$ cat src/rtl/alarm_pkg.sv
// Shared definitions for the alarm command parser: FSM encoding, ASCII codes and field limits.
package alarm_pkg;

   typedef enum logic [3:0] {
      ST_IDLE,
      ST_H1,
      ST_H0,
      ST_C1,
      ST_M1,
      ST_M0,
      ST_C2,
      ST_S1,
      ST_S0,
      ST_TERM
   } state_t;

   localparam logic [7:0] CHAR_A     = 8'h41;
   localparam logic [7:0] CHAR_a     = 8'h61;
   localparam logic [7:0] CHAR_COLON = 8'h3A;
   localparam logic [7:0] CHAR_CR    = 8'h0D;
   localparam logic [7:0] CHAR_LF    = 8'h0A;
   localparam logic [7:0] CHAR_0     = 8'h30;
   localparam logic [7:0] CHAR_9     = 8'h39;
   localparam logic [7:0] CHAR_K     = 8'h4B;
   localparam logic [7:0] CHAR_E     = 8'h45;

   localparam logic [6:0] MAX_HOUR = 7'd23;
   localparam logic [6:0] MAX_MIN  = 7'd59;
   localparam logic [6:0] MAX_SEC  = 7'd59;

   function automatic logic is_digit(input logic [7:0] b);
      return (b >= CHAR_0) && (b <= CHAR_9);
   endfunction

endpackage

$ cat src/rtl/bcd2_to_bin.sv
// Two-digit decimal (tens/units) to binary converter with an inclusive upper-limit check.
module bcd2_to_bin (
   input  logic [3:0] tens,
   input  logic [3:0] units,
   input  logic [6:0] limit,
   output logic [6:0] bin,
   output logic       in_range
);

   logic [6:0] tens_x8;
   logic [6:0] tens_x2;

   // tens*10 built from shifts so no multiplier is inferred
   assign tens_x8  = {tens, 3'b000};
   assign tens_x2  = {2'b00, tens, 1'b0};
   assign bin      = tens_x8 + tens_x2 + {3'b000, units};
   assign in_range = (bin <= limit);

endmodule

$ cat src/rtl/alarm_cmd_parser.sv
// Parses "A hh:mm:ss <CR|LF>" from a UART byte stream and strobes a range-checked alarm time.
// Optional ACK byte output ('K'/'E') is enabled with `define ALARM_CMD_ACK_EN.
//
// state   | meaning
// --------+--------------------------------------------
// IDLE    | waiting for 'A'/'a', other bytes ignored
// H1, H0  | expecting hour tens / units digit
// C1      | expecting ':' after hour
// M1, M0  | expecting minute tens / units digit
// C2      | expecting ':' after minute
// S1, S0  | expecting second tens / units digit
// TERM    | expecting CR or LF, then range check
module alarm_cmd_parser
   import alarm_pkg::*;
#(
   parameter int TIMEOUT_CYCLES = 50_000_000
) (
   input  logic       clk,
   input  logic       rst_n,
   input  logic [7:0] rx_data,
   input  logic       rx_valid,
   output logic       alarm_set,
   output logic [4:0] alarm_hour_out,
   output logic [5:0] alarm_min_out,
   output logic [5:0] alarm_sec_out,
   output logic       cmd_error,
   output logic       busy
`ifdef ALARM_CMD_ACK_EN
   ,
   output logic [7:0] tx_data,
   output logic       tx_valid,
   input  logic       tx_ready
`endif
);

   localparam int TMO_W = (TIMEOUT_CYCLES > 1) ? $clog2(TIMEOUT_CYCLES) : 1;
   localparam logic [TMO_W-1:0] TMO_LOAD =
      (TIMEOUT_CYCLES > 0) ? TMO_W'(TIMEOUT_CYCLES - 1) : '0;

   state_t     state_q, state_d;
   logic [3:0] h1_q, h0_q, m1_q, m0_q, s1_q, s0_q;
   logic [TMO_W-1:0] tmo_q;

   logic       set_d, err_d;
   logic       byte_ok;
   state_t     adv_state;
   logic       is_cmd, is_dig, is_colon, is_term;
   logic [7:0] digit_full;
   logic [3:0] digit;
   logic       tmo_expire;

   logic [6:0] hour_bin, min_bin, sec_bin;
   logic       hour_ok, min_ok, sec_ok, range_ok;

   bcd2_to_bin u_hour (.tens(h1_q), .units(h0_q), .limit(MAX_HOUR), .bin(hour_bin), .in_range(hour_ok));
   bcd2_to_bin u_min  (.tens(m1_q), .units(m0_q), .limit(MAX_MIN),  .bin(min_bin),  .in_range(min_ok));
   bcd2_to_bin u_sec  (.tens(s1_q), .units(s0_q), .limit(MAX_SEC),  .bin(sec_bin),  .in_range(sec_ok));

   assign range_ok   = hour_ok && min_ok && sec_ok;
   assign is_cmd     = (rx_data == CHAR_A) || (rx_data == CHAR_a);
   assign is_dig     = is_digit(rx_data);
   assign is_colon   = (rx_data == CHAR_COLON);
   assign is_term    = (rx_data == CHAR_CR) || (rx_data == CHAR_LF);
   assign digit_full = rx_data - CHAR_0;
   assign digit      = digit_full[3:0];
   assign busy       = (state_q != ST_IDLE);

   // A byte arriving on the expiry cycle wins, so expiry is masked by rx_valid
   assign tmo_expire = (TIMEOUT_CYCLES > 0) && busy && !rx_valid && (tmo_q == '0);

   always_comb begin
      state_d   = state_q;
      set_d     = 1'b0;
      err_d     = 1'b0;
      byte_ok   = 1'b0;
      adv_state = ST_IDLE;
      if (rx_valid) begin
         if (state_q == ST_IDLE) begin
            if (is_cmd) state_d = ST_H1;
         end else if (is_cmd) begin
            err_d   = 1'b1;
            state_d = ST_H1;
         end else begin
            case (state_q)
               ST_H1:   begin byte_ok = is_dig;   adv_state = ST_H0;   end
               ST_H0:   begin byte_ok = is_dig;   adv_state = ST_C1;   end
               ST_C1:   begin byte_ok = is_colon; adv_state = ST_M1;   end
               ST_M1:   begin byte_ok = is_dig;   adv_state = ST_M0;   end
               ST_M0:   begin byte_ok = is_dig;   adv_state = ST_C2;   end
               ST_C2:   begin byte_ok = is_colon; adv_state = ST_S1;   end
               ST_S1:   begin byte_ok = is_dig;   adv_state = ST_S0;   end
               ST_S0:   begin byte_ok = is_dig;   adv_state = ST_TERM; end
               ST_TERM: begin byte_ok = is_term && range_ok; adv_state = ST_IDLE; end
               default: begin byte_ok = 1'b0;     adv_state = ST_IDLE; end
            endcase
            state_d = byte_ok ? adv_state : ST_IDLE;
            set_d   = byte_ok && (state_q == ST_TERM);
            err_d   = !byte_ok;
         end
      end else if (tmo_expire) begin
         err_d   = 1'b1;
         state_d = ST_IDLE;
      end
   end

   always_ff @(posedge clk or negedge rst_n) begin
      if (!rst_n) begin
         state_q        <= ST_IDLE;
         alarm_set      <= 1'b0;
         cmd_error      <= 1'b0;
         alarm_hour_out <= '0;
         alarm_min_out  <= '0;
         alarm_sec_out  <= '0;
      end else begin
         state_q   <= state_d;
         alarm_set <= set_d;
         cmd_error <= err_d;
         if (set_d) begin
            alarm_hour_out <= 5'(hour_bin);
            alarm_min_out  <= 6'(min_bin);
            alarm_sec_out  <= 6'(sec_bin);
         end
      end
   end

   always_ff @(posedge clk or negedge rst_n) begin
      if (!rst_n) begin
         h1_q <= '0;
         h0_q <= '0;
         m1_q <= '0;
         m0_q <= '0;
         s1_q <= '0;
         s0_q <= '0;
      end else if (rx_valid && is_dig) begin
         case (state_q)
            ST_H1:   h1_q <= digit;
            ST_H0:   h0_q <= digit;
            ST_M1:   m1_q <= digit;
            ST_M0:   m0_q <= digit;
            ST_S1:   s1_q <= digit;
            ST_S0:   s0_q <= digit;
            default: ;
         endcase
      end
   end

   // Down-counter reloaded on every byte and while idle; expiry is the zero count
   always_ff @(posedge clk or negedge rst_n) begin
      if (!rst_n) begin
         tmo_q <= '0;
      end else if (rx_valid || (state_q == ST_IDLE)) begin
         tmo_q <= TMO_LOAD;
      end else if (tmo_q != '0) begin
         tmo_q <= tmo_q - 1'b1;
      end
   end

`ifdef ALARM_CMD_ACK_EN
   // Single holding register; a newer result overwrites an unsent one
   always_ff @(posedge clk or negedge rst_n) begin
      if (!rst_n) begin
         tx_valid <= 1'b0;
         tx_data  <= '0;
      end else if (set_d) begin
         tx_valid <= 1'b1;
         tx_data  <= CHAR_K;
      end else if (err_d) begin
         tx_valid <= 1'b1;
         tx_data  <= CHAR_E;
      end else if (tx_ready) begin
         tx_valid <= 1'b0;
      end
   end
`endif

endmodule

$ cat config.mk
export PLATFORM = sky130hd
export DESIGN_NAME = alarm_cmd_parser
export DESIGN_NICKNAME = d
export VERILOG_FILES = /design/src/rtl/alarm_pkg.sv /design/src/rtl/bcd2_to_bin.sv /design/src/rtl/alarm_cmd_parser.sv
export SDC_FILE = /design/constraint.sdc
export NUM_CORES = 1
export LEC_CHECK = 0
export BUFFER_PORTS_ARGS = -buffer_cell sky130_fd_sc_hd__clkbuf_2
export CORE_MARGIN = 5
export CORE_UTILIZATION = 50
export DETAILED_ROUTE_END_ITERATION = 7
export GPL_TIMING_DRIVEN = 0
export PLACE_DENSITY = 0.66
export RECOVER_POWER = 100
export SETUP_SLACK_MARGIN = 0.05
export SYNTH_ARGS = -nofsm -noshare
export SYNTH_HDL_FRONTEND = slang
export SYNTH_SLANG_ARGS = --single-unit
$ cat constraint.sdc
create_clock -name clk -period 4.7 [get_ports clk]
set_input_delay 0.235 -clock clk [delete_from_list [all_inputs] [get_ports clk]]
set_output_delay 0.235 -clock clk [all_outputs]
set_load 0.05 [all_outputs]
* Word-level counts from Yosys, hierarchy flattened *
Index checks and enable logic that the tools add are counted.

storage, ports and cells
  register bits after elaboration = 73
  output and inout port bits = 20

cells by class
  $lt $le $gt $ge = 5
  equality and inequality tests = 15
  muxes and demuxes = 20
  reductions and logical operators = 28
  add/sub/neg operators = 8

operator list
  kind                   count
  $mux 26                2
  $pmux 4 s8             1
  $logic_not 26->1       1
  $reduce_bool 26->1     1
  $sub 26x1->26 const B  1
  $mux 4                 6
  $add 7x4->7            3
  $add 7x5->7            3
  $eq 4x3->1 const B     4
  $eq 8x4->1 const B     2
  $eq 8x7->1 const B     2
  $le 7x6->1 const B     2
  $reduce_and 2->1       7
  $mux 1                 10
  $eq 4x2->1 const B     2
  $eq 4x4->1 const B     2
  $eq 8x6->1 const B     1
  $ge 8x6->1 const B     1
  $le 8x6->1 const B     1
  $logic_and 1x1->1      8
  $le 7x5->1 const B     1
  $reduce_or 6->1        1
  $eq 4x1->1 const B     1
  $logic_not 4->1        1
  other kinds (8)        12

* Longest topological paths before layout *
  depth after elaboration = 14
  mapped depth = 13

* By module *
A second synthesis with hierarchy kept.

second synthesis, totals
  cell total of the unflattened synthesis = 457
  area total of the unflattened synthesis = 4807.1 sq um

modules (own cells, without submodules)
  module            cells an instance  times used  area each (sq um)  sequential area each (sq um)
  alarm_cmd_parser  319                1           3677.3             1826.8
  bcd2_to_bin       46                 3           376.6              0.0

* Worst setup path before layout *
OpenSTA, ideal clock, no wires.

  kind = register -> register
  start point = register s1_q[0]
  end point = register alarm_min_out[0]
  data required time = 4.575 ns
  stages on the path, launching flop included = 12
  clock period less this slack = 3.359 ns
  slack = 1.341 ns
  arrival = 3.235 ns
  cells stage by stage = dfrtp_1 fa_1 fa_1 a21o_1 a21oi_1 xor2_1 o211ai_1 o31ai_1 and3_1 buf_2 buf_2 mux2_2

between the ends
  word-level cells in the longest chain between the ends = 13

ends and longest elaborated chain
  item                    line                     text
  from (decl)             alarm_cmd_parser.sv:41   logic [3:0] h1_q, h0_q, m1_q, m0_q, s1_q, s0_q;
  from (signal assigned)  alarm_cmd_parser.sv:140  ST_S1: s1_q <= digit;
  $add 7x5->7             bcd2_to_bin.sv:16        assign bin = tens_x8 + tens_x2 + {3'b000, units};
  $add 7x4->7             bcd2_to_bin.sv:16
  $le 7x6->1              bcd2_to_bin.sv:17        assign in_range = (bin <= limit);
  $logic_and 1x1->1       alarm_cmd_parser.sv:59   assign range_ok = hour_ok && min_ok && sec_ok;
  $logic_and 1x1->1       alarm_cmd_parser.sv:93   ST_TERM: begin byte_ok = is_term && range_ok; adv_state = ST_IDLE; end
  $pmux 1 s3              alarm_cmd_parser.sv:84   case (state_q)
  $mux 1                  alarm_cmd_parser.sv:80   end else if (is_cmd) begin
  $mux 1                  alarm_cmd_parser.sv:78   if (state_q == ST_IDLE) begin
  $mux 1                  alarm_cmd_parser.sv:77   if (rx_valid) begin
  $logic_and 1x1->1       alarm_cmd_parser.sv:97   set_d = byte_ok && (state_q == ST_TERM);
  $mux 1                  alarm_cmd_parser.sv:80
  $mux 1                  alarm_cmd_parser.sv:78
  $mux 1                  alarm_cmd_parser.sv:77
  net set_d               alarm_cmd_parser.sv:44   logic set_d, err_d;
  to (signal assigned)    alarm_cmd_parser.sv:120  alarm_min_out <= 6'(min_bin);
  to (decl)               alarm_cmd_parser.sv:24   output logic [5:0] alarm_min_out,

The timed path passes the listed nets, and every way through them passes these cells. The select of a mux whose other input is x is not followed.
A chain may end at the register's enable or synchronous reset.

* Final worst setup path *
  start point = register h1_q[0]
  end point = register alarm_min_out[3]

between the ends
  word-level cells in the longest chain between the ends = 14

ends and longest elaborated chain
  item                            line                     text
  from (decl)                     alarm_cmd_parser.sv:41
  from (signal assigned)          alarm_cmd_parser.sv:136  ST_H1: h1_q <= digit;
  $add 7x5->7                     bcd2_to_bin.sv:16
  $add 7x4->7                     bcd2_to_bin.sv:16
  $le 7x5->1                      bcd2_to_bin.sv:17
  $logic_and 1x1->1 (2 in a row)  alarm_cmd_parser.sv:59
  $logic_and 1x1->1               alarm_cmd_parser.sv:93
  $pmux 1 s3                      alarm_cmd_parser.sv:84
  $mux 1                          alarm_cmd_parser.sv:80
  $mux 1                          alarm_cmd_parser.sv:78
  $mux 1                          alarm_cmd_parser.sv:77
  $logic_and 1x1->1               alarm_cmd_parser.sv:97
  $mux 1                          alarm_cmd_parser.sv:80
  $mux 1                          alarm_cmd_parser.sv:78
  $mux 1                          alarm_cmd_parser.sv:77
  net set_d                       alarm_cmd_parser.sv:44

The timed path passes the listed nets, and every way through them passes these cells. The select of a mux whose other input is x is not followed.

==> flow_summary.yaml <==
grt:
  grtUsageTotal: 0.171
  grt_antenna_before_repair: 0
  grt_pass1_vias: 2849
  grt_max_degree: 52
  grt_pass1_wl_um: 13600
  grt-ovfl-total: 0
worst_setup_path:
  max_stage_delay_ns: 0.59
  crit_path_start_kind: "flip-flop"
  worst_ep_arrival_time_ns: 4.28
  critPathMaxFanout: 10
  required_ns: 4.92
  end_kind: "flip-flop"
  path_cells: "inv_1 -> fa_1 -> inv_1 -> ha_1 -> nand3_1 -> and3_1 -> nor4_1 -> o211ai_1 -> o31ai_1 -> and3_1 -> buf_2 -> clkbuf_1 -> mux2_2"
  path_class: "reg -> reg"
  slowest_stage: "fa_1"
pwr:
  peakVddDrop_uv: 124
  leakage_nw: 1.98
  power_mw: 1.15
  power.density_mw_per_mm2: 261
synthesis:
  synth_nets: 406
  synth-seq-cells: 73
  ys_seq_area_frac: 0.460
  netlist_instances: 367
  ys_async_sr_fraction: 1.00
  synth.area.top_cells: "dfrtp_1, mux2_2, ha_1"
  synth_area_sq_mm: 0.00397
  yosys.area.top_type: "dfrtp_1"
  synth.top_cell.area_share: 0.460
  synth_ff_type: "dfrtp_1"
  synth_edf_count: 0
  synthDistinctLibCells: 45
  synth.avg_cell_area_sq_um: 10.8
  synth_warnings: 0
  synth_common_cells: "dfrtp_1, mux2_2, nand2_1"
  yosysMostFrequentCell: "dfrtp_1"
place:
  dpl.hpwl_um: 5570
  dp.cells: 495
  finalWeightedCongestion: 0.814
  io_buffers: 25
clocking:
  cts.clk_slew.worst_paths_ns: 0.08
  cts_buffer_depth: 2
  cts_tree: "yes"
  cts_setup_buffers: 0
  root_buffer: "clkbuf_8"
  numCtsBuffers: 9
  clkSinkCount: 73
  insertion_delay_ns: 0.34
  cts_hold_buf: 1
  ctsResizeCount: 0
  htreeDepth: 3
timing:
  finalCritPeriodShare: 0.864
  finalSetupViolations: 0
  skew_ns: 0.0103
  tns_ns: 0
  hold_viol: 0
  fmax_mhz: 246
  fin_hold_ws_ns: 0.314
  fin_crit_ns: 4.06
  slew_headroom: 0.0658
  worst_pin_slew_ns: 1.40
  finalMaxSlewViolations: 0
  rsz0062_at_grt: "no"
detailed_routing:
  wl_um: 7580
  dr.pass1.iters: 5
  avgViaCountPerCell: 5.51
  drtIter0Drc: 203
  post_drt_wl_per_cell_um: 14.8
  postRouteAntennaNets: 0
  drc_errors: 0
  vias: 2821
finish:
  register_area_sq_mm: 0.00183
  diodes: 0
  nNetsFinal: 444
  layoutNonFillerInstCount: 512
  syn_to_final_growth_pct: 10.6
  fillCellCount: 675
  multiInputGateArea_sq_mm: 0.00200
  final_util: 0.568
  layout-drive-gt1-share: 0.141
floorplan:
  start_util: 0.513
  core_area_sq_mm: 0.00773
  ios: 31
  die_w_um: 99.1
  rows: 32
  die_y_um: 99.1
  die_area_sq_mm: 0.00982
min_path:
  worstHoldPathType: "in -> reg"
run:
  cap_violations: 0
outcome:
  status: "completed"
[logic make-up after synthesis]
kind of cell | after synthesis | synth area share
buffers and inverters | 30 | 0.0309
flip-flops | 73 | 0.460
AND/OR/NAND/NOR | 125 | 0.172
AO/OA/AOI/OAI | 47 | 0.0732
adder cells (fa/ha/maj) | 28 | 0.0997
XOR/XNOR | 26 | 0.0574
multiplexers | 38 | 0.107
[flip-flops by register name, summed over array words and instances, names as in the netlist]
name / flops
s1_q: 4
alarm_sec_out: 6
m0_q: 4
h0_q: 4
alarm_hour_out: 5
m1_q: 4
s0_q: 4
cmd_error: 1
state_q: 4
h1_q: 4
alarm_set: 1
tmo_q: 26
alarm_min_out: 6
[final timing paths]
path                             from          endpoint  slack (ns)  cells after the start
max reg2reg                   h1_q[0]  alarm_min_out[3]        0.64                     13
max in group asynchronous       rst_n  alarm_sec_out[0]        3.08                      3
min reg2reg                   s0_q[0]           s0_q[0]        0.49                      1
min                        rx_data[7]        state_q[0]        0.31                      4
min in group asynchronous       rst_n          tmo_q[0]        0.74                      2
max                           h1_q[0]  alarm_min_out[3]        0.64                     13
[power by group]
group,switching (mW),internal [mW],leakage [nW],total (mW)
Combinational,0.0280,0.0109,0.995,0.0388
Clock,0.233,0.245,0.0933,0.478
Sequential,0.000957,0.629,0.895,0.630
[stage by stage]
stage	area, sq um	setup WS [ns]
floorplan	3970	1.34
global placement	4220	0.876
detailed placement	4250	0.910
CTS	4450	0.877
global route	4390	0.372
finish	4390	0.639
[per-layer routing]
layer,track usage,share of wire,vias to the layer above
li1,-,-,1371
met1,0.242,0.48,1374
met2,0.260,0.45,64
met3,0.0311,0.052,12
met4,0.0662,0.019,0
met5,0,0,-
[layout by cell type (no fill, tap or decap), types with 9 or more instances in the layout]
| cell | n |
|---|---|
| xnor2_1 | 14 |
| nand2b_1 | 9 |
| nor3_1 | 9 |
| or3_1 | 9 |
| nor4_1 | 12 |
| ha_1 | 22 |
| xor2_1 | 12 |
| nand2_1 | 31 |
| o21ai_0 | 12 |
| inv_1 | 17 |
| clkbuf_8 | 9 |
| dfrtp_1 | 73 |
| mux2_2 | 31 |
| nor2_1 | 25 |
| a21oi_1 | 17 |
| clkbuf_1 | 35 |
[critical path: cells and delay by family (launching register included)]
kind / cells / cell delay [ns]
compound gates: 2 / 0.58
simple gates: 4 / 0.86
fa+ha+maj: 2 / 0.86
mux: 1 / 0.40
flops: 1 / 0.35
buf+inv: 4 / 0.89
[final cells by class]
class / count / area share
Inverter: 17 / 0.0145
Multi-Input combinational cell: 264 / 0.455
Timing Repair Buffer: 27 / 0.0311
Clock buffer: 11 / 0.0299
Clock inverter: 5 / 0.0128
Buffer: 13 / 0.0114
Sequential cell: 73 / 0.416
Tap cell: 102 / 0.0291
Power figures use the tool's default switching activity.
